$ cat src/rtl/base5_pkg.sv
// Package for the streaming radix-5 digit generator.
// Holds the FSM state encoding and the constants shared by the top level and
// the divide-by-5 core.
package base5_pkg;

    typedef enum logic [1:0] {
        IDLE = 2'd0,
        CALC = 2'd1,
        EMIT = 2'd2
    } state_t;

    localparam int DIV_CONST      = 5;
    localparam int DIGIT_W        = 3;
    localparam int DEFAULT_DIGITS = 7;

endpackage

$ cat src/rtl/div_16_5.sv
// Combinational constant divider: q = x / 5, r = x % 5 for a 16-bit unsigned x.
// No registers inside.
//
// Ports
//   x  in  16  unsigned dividend
//   q  out 16  quotient
//   r  out 3   remainder, always 0..4
module div_16_5
    import base5_pkg::*;
(
    input  logic [15:0]        x,
    output logic [15:0]        q,
    output logic [DIGIT_W-1:0] r
);

    // Reciprocal multiply: 52429 / 2^18 slightly exceeds 1/5. The error term is
    // below 0.05 for any 16-bit x, and x/5 has a fractional part of at most 0.8,
    // so the floor is exact. The product fits in 32 bits.
    localparam logic [31:0] RECIP = 32'd52429;

    always_comb begin
        q = 16'((32'(x) * RECIP) >> 18);
        r = DIGIT_W'(x - q * 16'(DIV_CONST));
    end

endmodule

$ cat src/rtl/base5_digit_gen.sv
// Streaming radix-5 converter. Accepts a W-bit unsigned word over valid/ready,
// repeatedly divides it by 5 (one division per CALC pass) and emits the
// base-5 digits least-significant first over valid/ready, with a last flag.
//
// Ports
//   clk        in   1        clock, rising edge
//   rst_n      in   1        asynchronous active-low reset
//   in_valid   in   1        in_x is valid
//   in_ready   out  1        word can be accepted (IDLE only)
//   in_x       in   W        unsigned dividend
//   out_valid  out  1        out_digit is valid
//   out_ready  in   1        consumer accepts the digit
//   out_digit  out  3        base-5 digit 0..4
//   out_idx    out  IDX_W    digit position, 0 = least significant
//   out_last   out  1        final digit of the current word
//
// Build option
//   B5_LEADING_ZERO_SUPPRESS_EN: when defined, a word ends as soon as the
//   remaining quotient is zero (X=0 still emits one digit). When undefined,
//   every word emits exactly DIGITS digits, zero-padded at the top.
//
// state | meaning
// ------+-----------------------------------------------------------
// IDLE  | waiting for an input word, in_ready=1
// CALC  | one division of V by 5; register digit/idx/last, raise out_valid
// EMIT  | digit held on the output until out_ready; then next digit or IDLE
module base5_digit_gen
    import base5_pkg::*;
#(
    parameter int W      = 16,
    parameter int DIGITS = DEFAULT_DIGITS,
    parameter int IDX_W  = 3
) (
    input  logic               clk,
    input  logic               rst_n,
    input  logic               in_valid,
    output logic               in_ready,
    input  logic [W-1:0]       in_x,
    output logic               out_valid,
    input  logic               out_ready,
    output logic [DIGIT_W-1:0] out_digit,
    output logic [IDX_W-1:0]   out_idx,
    output logic               out_last
);

    localparam logic [IDX_W-1:0] LAST_IDX = IDX_W'(DIGITS - 1);

    state_t             state, state_nxt;
    logic [W-1:0]       v, v_nxt;
    logic [IDX_W-1:0]   cnt, cnt_nxt;
    logic               out_valid_nxt;
    logic [DIGIT_W-1:0] out_digit_nxt;
    logic [IDX_W-1:0]   out_idx_nxt;
    logic               out_last_nxt;

    logic [15:0]        q;
    logic [DIGIT_W-1:0] r;
    logic               q_zero;

    div_16_5 u_div (
        .x (v),
        .q (q),
        .r (r)
    );

    assign q_zero   = (q == '0);
    assign in_ready = (state == IDLE);

    always_comb begin
        state_nxt     = state;
        v_nxt         = v;
        cnt_nxt       = cnt;
        out_valid_nxt = out_valid;
        out_digit_nxt = out_digit;
        out_idx_nxt   = out_idx;
        out_last_nxt  = out_last;

        case (state)
            IDLE: begin
                if (in_valid) begin
                    v_nxt     = in_x;
                    cnt_nxt   = '0;
                    state_nxt = CALC;
                end
            end
            CALC: begin
                out_digit_nxt = r;
                out_idx_nxt   = cnt;
                v_nxt         = W'(q);
`ifdef B5_LEADING_ZERO_SUPPRESS_EN
                out_last_nxt  = (cnt == LAST_IDX) || q_zero;
`else
                out_last_nxt  = (cnt == LAST_IDX);
`endif
                out_valid_nxt = 1'b1;
                state_nxt     = EMIT;
            end
            EMIT: begin
                if (out_valid && out_ready) begin
                    out_valid_nxt = 1'b0;
                    if (out_last) begin
                        state_nxt = IDLE;
                    end else begin
                        cnt_nxt   = cnt + 1'b1;
                        state_nxt = CALC;
                    end
                end
            end
            default: begin
                out_valid_nxt = 1'b0;
                state_nxt     = IDLE;
            end
        endcase
    end

    always_ff @(posedge clk or negedge rst_n) begin
        if (!rst_n) begin
            state     <= IDLE;
            v         <= '0;
            cnt       <= '0;
            out_valid <= 1'b0;
            out_digit <= '0;
            out_idx   <= '0;
            out_last  <= 1'b0;
        end else begin
            state     <= state_nxt;
            v         <= v_nxt;
            cnt       <= cnt_nxt;
            out_valid <= out_valid_nxt;
            out_digit <= out_digit_nxt;
            out_idx   <= out_idx_nxt;
            out_last  <= out_last_nxt;
        end
    end

`ifndef B5_LEADING_ZERO_SUPPRESS_EN
    // Only consulted when leading-zero suppression is built in.
    logic unused_q_zero;
    assign unused_q_zero = q_zero;
`endif

endmodule
$ cat config.mk
export PLATFORM = sky130hd
export DESIGN_NAME = base5_digit_gen
export DESIGN_NICKNAME = d
export VERILOG_FILES = /design/src/rtl/base5_pkg.sv /design/src/rtl/div_16_5.sv /design/src/rtl/base5_digit_gen.sv
export SDC_FILE = /design/constraint.sdc
export NUM_CORES = 1
export LEC_CHECK = 0
export CAP_MARGIN = 10
export CORE_MARGIN = 2
export CORE_UTILIZATION = 35
export CTS_BUF_LIST = sky130_fd_sc_hd__clkbuf_8
export DETAILED_ROUTE_END_ITERATION = 6
export GPL_ROUTABILITY_DRIVEN = 0
export PLACE_DENSITY = 0.61
export REMOVE_ABC_BUFFERS = 1
export SLEW_MARGIN = 20
export SYNTH_ARGS = -nofsm -noshare
export SYNTH_HDL_FRONTEND = slang
export SYNTH_SLANG_ARGS = --single-unit
$ cat constraint.sdc
create_clock -name clk -period 5.6 [get_ports clk]
set_input_delay 0.56 -clock clk [delete_from_list [all_inputs] [get_ports clk]]
set_output_delay 0.56 -clock clk [all_outputs]
set_load 0.01 [all_outputs]
Word-level counts from Yosys, hierarchy flattened

Index checks and enable logic that the tools add are counted.

Add/subtract/negate cells: 2
Multiply operators: 2
Equal/unequal tests: 6
Mux-type cells: 12
Bitwise gates (word level): 1
Reduce and logical (&&, ||, !) cells: 8

Operators with widths:

| cell                   | count |
|---|---|
| $mul 16x16->32 const B | 1 |
| $pmux 16 s2            | 1 |
| $mux 16                | 1 |
| $mul 14x3->3 const B   | 1 |
| $mux 3                 | 3 |
| $ne 2x2->1 const B     | 3 |
| $pmux 2 s3             | 1 |
| $pmux 3 s2             | 1 |
| $reduce_and 2->1       | 3 |
| $mux 2                 | 2 |
| $reduce_and 4->1       | 1 |
| $reduce_bool 2->1      | 2 |
| $add 3x1->3 const B    | 1 |
| $eq 3x3->1 const B     | 1 |
| $pmux 1 s3             | 1 |
| $sub 3x3->3            | 1 |
| $eq 2x1->1 const B     | 1 |
| $eq 2x2->1 const B     | 1 |
| $logic_not 2->1        | 1 |
| $mux 1                 | 2 |
| $logic_and 1x1->1      | 1 |
| $not 1->1              | 1 |

Bits in registers: 29
Word-level logic and storage cells: 38

Logic depth before layout (Yosys ltp)

Word-level depth: 4
Mapped depth: 23
Mapped depth without buffers: 23

Hierarchy

From an unflattened synthesis, not the netlist that was laid out.

Cells, all modules: 584
Area, all modules: 5876.9 µm²

By module, submodules not included:

| module          | instances | cells an instance | area an instance (µm²) | seq. area each (µm²) |
|---|---|---|---|---|
| div_16_5        | 1         | 463               | 4494.3                 | 0.0 |
| base5_digit_gen | 1         | 121               | 1382.6                 | 725.7 |

Least setup slack after synthesis

OpenSTA, ideal clock, no wires.

Path type: register -> register
Start: reg v[0]
End: reg out_digit[2]
Data arrival time: 5594 ps
Slack: -71 ps
Cell stages (with the launch flop): 23
Period minus slack after synthesis: 5671 ps
Cells stage by stage: dfrtp_1 ha_1 ha_1 inv_1 fa_1 inv_1 fa_1 fa_1 inv_1 fa_1 inv_1 ha_1 a21o_1 a21o_1 a22oi_1 nand3b_1 xor2_1 ha_1 inv_1 fa_1 xor2_1 xnor3_1 o21ai_1

Word-level cells in the longest chain between the ends: 3

Ends and longest elaborated chain:

| item                   | RTL line               | RTL |
|---|---|---|
| from (decl)            | base5_digit_gen.sv:49  | `logic [W-1:0] v, v_nxt;` |
| from (signal assigned) | base5_digit_gen.sv:127 | `v <= v_nxt;` |
| $mul 16x16->32         | div_16_5.sv:22         | `q = 16'((32'(x) * RECIP) >> 18);` |
| $mul 14x3->3           | div_16_5.sv:23         | `r = DIGIT_W'(x - q * 16'(DIV_CONST));` |
| $sub 3x3->3 (*)        | div_16_5.sv:23         |  |
| to (signal assigned)   | base5_digit_gen.sv:130 | `out_digit <= out_digit_nxt;` |
| to (decl)              | base5_digit_gen.sv:41  | `output logic [DIGIT_W-1:0] out_digit,` |

Mark *: on every way between the ends. The rest lies on a longest branch, timed or not.
A chain may end at the register's enable or synchronous reset.

Final worst setup path

Start: reg v[8]
End: reg out_digit[2]

Word-level cells in the longest chain between the ends: 3

Ends and longest elaborated chain:

| item           | RTL line |
|---|---|
| $mul 16x16->32 | div_16_5.sv:22 |
| $mul 14x3->3   | div_16_5.sv:23 |
| $sub 3x3->3    | div_16_5.sv:23 |

Every way passes these cells.

==> flow_summary.yaml <==
floorplanning:
  io_pins: 29
  die_x_um: 135.2
  start_util: 0.3607
  chipHeight_um: 135.2
  num_rows: 47
  die-area_um2: 18280
  core_um2: 16700
clock_network:
  cts_htree_levels: 2
  cts_made_buffers: 5
  cts_tree: "built"
  clk_pin_slew_ns: 0.08
  clkLatencyLatePin_ns: 0.29
  cts-root-buf: "clkbuf_8"
  cts_max_path_buffers: 2
  cts_sinks: 29
detailed_routing:
  wire_per_inst_um: 15.91
  drt-total-wl_um: 15270
  drc: 0
  drtPass1Iterations: 4
  route.vias.total: 4544
  ant_nets: 0
  via_per_inst: 4.733
  drt_iter0_drc: 222
sta:
  rsz0062_at_grt: "yes"
  finalSetupViolCount: 0
  worst_slew_margin_rel: 0.4283
  whs_ns: 0.4906
  tightest_slew_ns: 0.8543
  fmax_ghz: 0.1789
  finalCritPeriodShare: 0.9983
  skew_ns: 0.008864
  hold_viol: 0
  drv_slew: 0
  period_needed_ns: 5.591
critical_path:
  r2r_start: "v[8]$_DFFE_PN0P_"
  startpoint: "v[8]$_DFFE_PN0P_"
  path_cells: "buf_4, ha_1, inv_1, fa_1, inv_1, fa_1, fa_1, inv_1, fa_1, inv_2, ha_4, buf_6, nand4_1, o211ai_1, a22oi_2, nand3b_1, xor2_2, ha_2, inv_1, fa_2, xor2_1, xnor3_1, o21ai_1"
  start_kind: "register"
  cp_max_fo: 5
  arrival_ns: 5.81
  critical_path_class: "register to register"
  worst-path-buf-inv: 7
  required_ns: 5.82
  critPathMaxStageDelay_ns: 0.56
  cp_slowest_cell: "fa_1"
  path_delay_family: "adder cells"
  cp-end-kind: "register"
cells_and_area:
  fillers: 1600
  layout_common_cells: "inv_1 (144), ha_1 (107), buf_4 (82)"
  drive_gt1_frac: 0.2324
  final_cell_area_um2: 7742
  multiInputGateArea_um2: 5084
  diodes: 0
  area_growth_syn_to_layout_pct: 28.52
  final_common_cell: "inv_1"
  final-seq-area_um2: 737.0
  final_nets: 974
synth:
  synthArstFlopShare: 1.000
  yosysWarnings: 0
  syn_inst: 624
  synth_top_area_frac: 0.2804
  synth-seq-area-share: 0.1205
  synth_cell_types: 56
  avgSynthCellArea_um2: 9.655
  synth_edf_count: 0
  synthTopCellsByArea: "ha_1 (28%), fa_1 (27%), dfrtp_1 (12%), inv_1 (9.5%), nand2_1 (4.0%)"
  ys_ff_latch: 29
  yosysTopAreaCell: "ha_1"
  synth-main-ff-cell: "dfrtp_1"
  syn_area_um2: 6025
grt:
  first_global_vias: 4824
  track_usage: 0.1774
  grt_max_degree: 30
  grt-ovfl-total: 0
  grt_first_pass_wirelength_um: 25100
  antenna_found_initial: 0
placed_design:
  dpl.hpwl_um: 12910
  place_area_um2: 7053
  io_buffers: 28
hold_path:
  hp-class: "register to register"
  hp-start: "out_idx[0]$_DFFE_PN0P_"
run_status:
  status: "finished, final reports clean"
flow_run:
  max_cap_viol_count: 0
==> kinds of logic (layout without fill, tap and decap cells) <==
family,after synthesis,after routing,share of synthesized area
multiplexers,3,3,0.005192
buffers and inverters,163,279,0.1078
AO/OA/AOI/OAI,78,78,0.09471
AND/OR/NAND/NOR,114,114,0.09138
flip-flops,29,29,0.1205
XOR/XNOR,22,22,0.03427
adder cells (fa/ha/maj),215,215,0.5462
==> per-stage QoR <==
step           utilization  worst slack [ns]   TNS (ns)  instances
3_5_place_dp        0.4223           -0.2878    -0.3671        935
2_1_floorplan            -          -0.08300   -0.08300        614
5_1_grt             0.4636           -0.2735    -0.4718        960
4_1_cts             0.4490         -0.001722  -0.001722        953
3_3_place_gp        0.4223           -0.1904    -0.2508        935
6_report            0.4636          0.009295          0        960
==> final timing paths <==
path	to	slack (ns)	cells past startpoint
min in group asynchronous	v[2]$_DFFE_PN0P_	0.66	2
worst min-delay path	out_idx[0]$_DFFE_PN0P_	0.49	2
worst max register to register	out_digit[2]$_DFFE_PN0P_	0.009	23
max in group asynchronous	v[8]$_DFFE_PN0P_	4.63	2
worst max-delay path	out_digit[2]$_DFFE_PN0P_	0.009	23
worst min register to register	out_idx[0]$_DFFE_PN0P_	0.49	2
==> cell usage after synthesis (3+ instances only) <==
master,count
inv_1,153
ha_1,135
fa_1,80
nand2_1,64
dfrtp_1,29
o21ai_0,15
a21oi_1,14
nor2_1,13
xnor2_1,13
a21o_1,11
xor2_1,8
nand4_1,7
clkbuf_1,6
nand3_1,5
nor3_1,5
o21a_1,5
and3_1,3
clkbuf_8,3
nor4_1,3
o21ai_1,3
o21bai_1,3
==> registers in the layout, indices dropped and copies added, names as in the netlist <==
register	count
out_last	1
out_idx	3
v	16
out_digit	3
cnt	3
out_valid	1
state	2
==> worst reg2reg max path, stage by stage (launching register included) <==
cell and delay (ns):
dfrtp_2 0.49, buf_4 0.18, ha_1 0.26, inv_1 0.05, fa_1 0.56, inv_1 0.06
fa_1 0.45, fa_1 0.49, inv_1 0.05, fa_1 0.51, inv_2 0.05, ha_4 0.26
buf_6 0.10, nand4_1 0.08, o211ai_1 0.25, a22oi_2 0.11, nand3b_1 0.14, xor2_2 0.31
ha_2 0.24, inv_1 0.05, fa_2 0.33, xor2_1 0.17, xnor3_1 0.22, o21ai_1 0.13
==> layer usage <==
layer  global-route usage  vias up  wire, µm
met4              0.03935        0       354
met1               0.2401     2191      6976
met2               0.3091       95      7373
met3              0.01684       22       564
li1                     -     2236         -
met5                    0        -         0
==> final cells by class <==
cell class / count / share of cell area
clock buffer: 5 / 0.008888
sequential: 29 / 0.09518
clock inverter: 3 / 0.002262
inverter: 153 / 0.07418
multi-input combinational: 432 / 0.6566
tap: 220 / 0.03555
timing repair buffer: 118 / 0.1273
==> what timing repair did <==
action                                  4_1_cts  5_1_grt
resized for setup                            43       34
hold buffers                                  0        0
setup buffers                                10        7
pin swaps                                    27       27
endpoints found under the setup margin        4       10
Power is left out: the tool's default activity adds up to more than one toggle a clock period on the data nets, which glitch-free logic cannot reach.
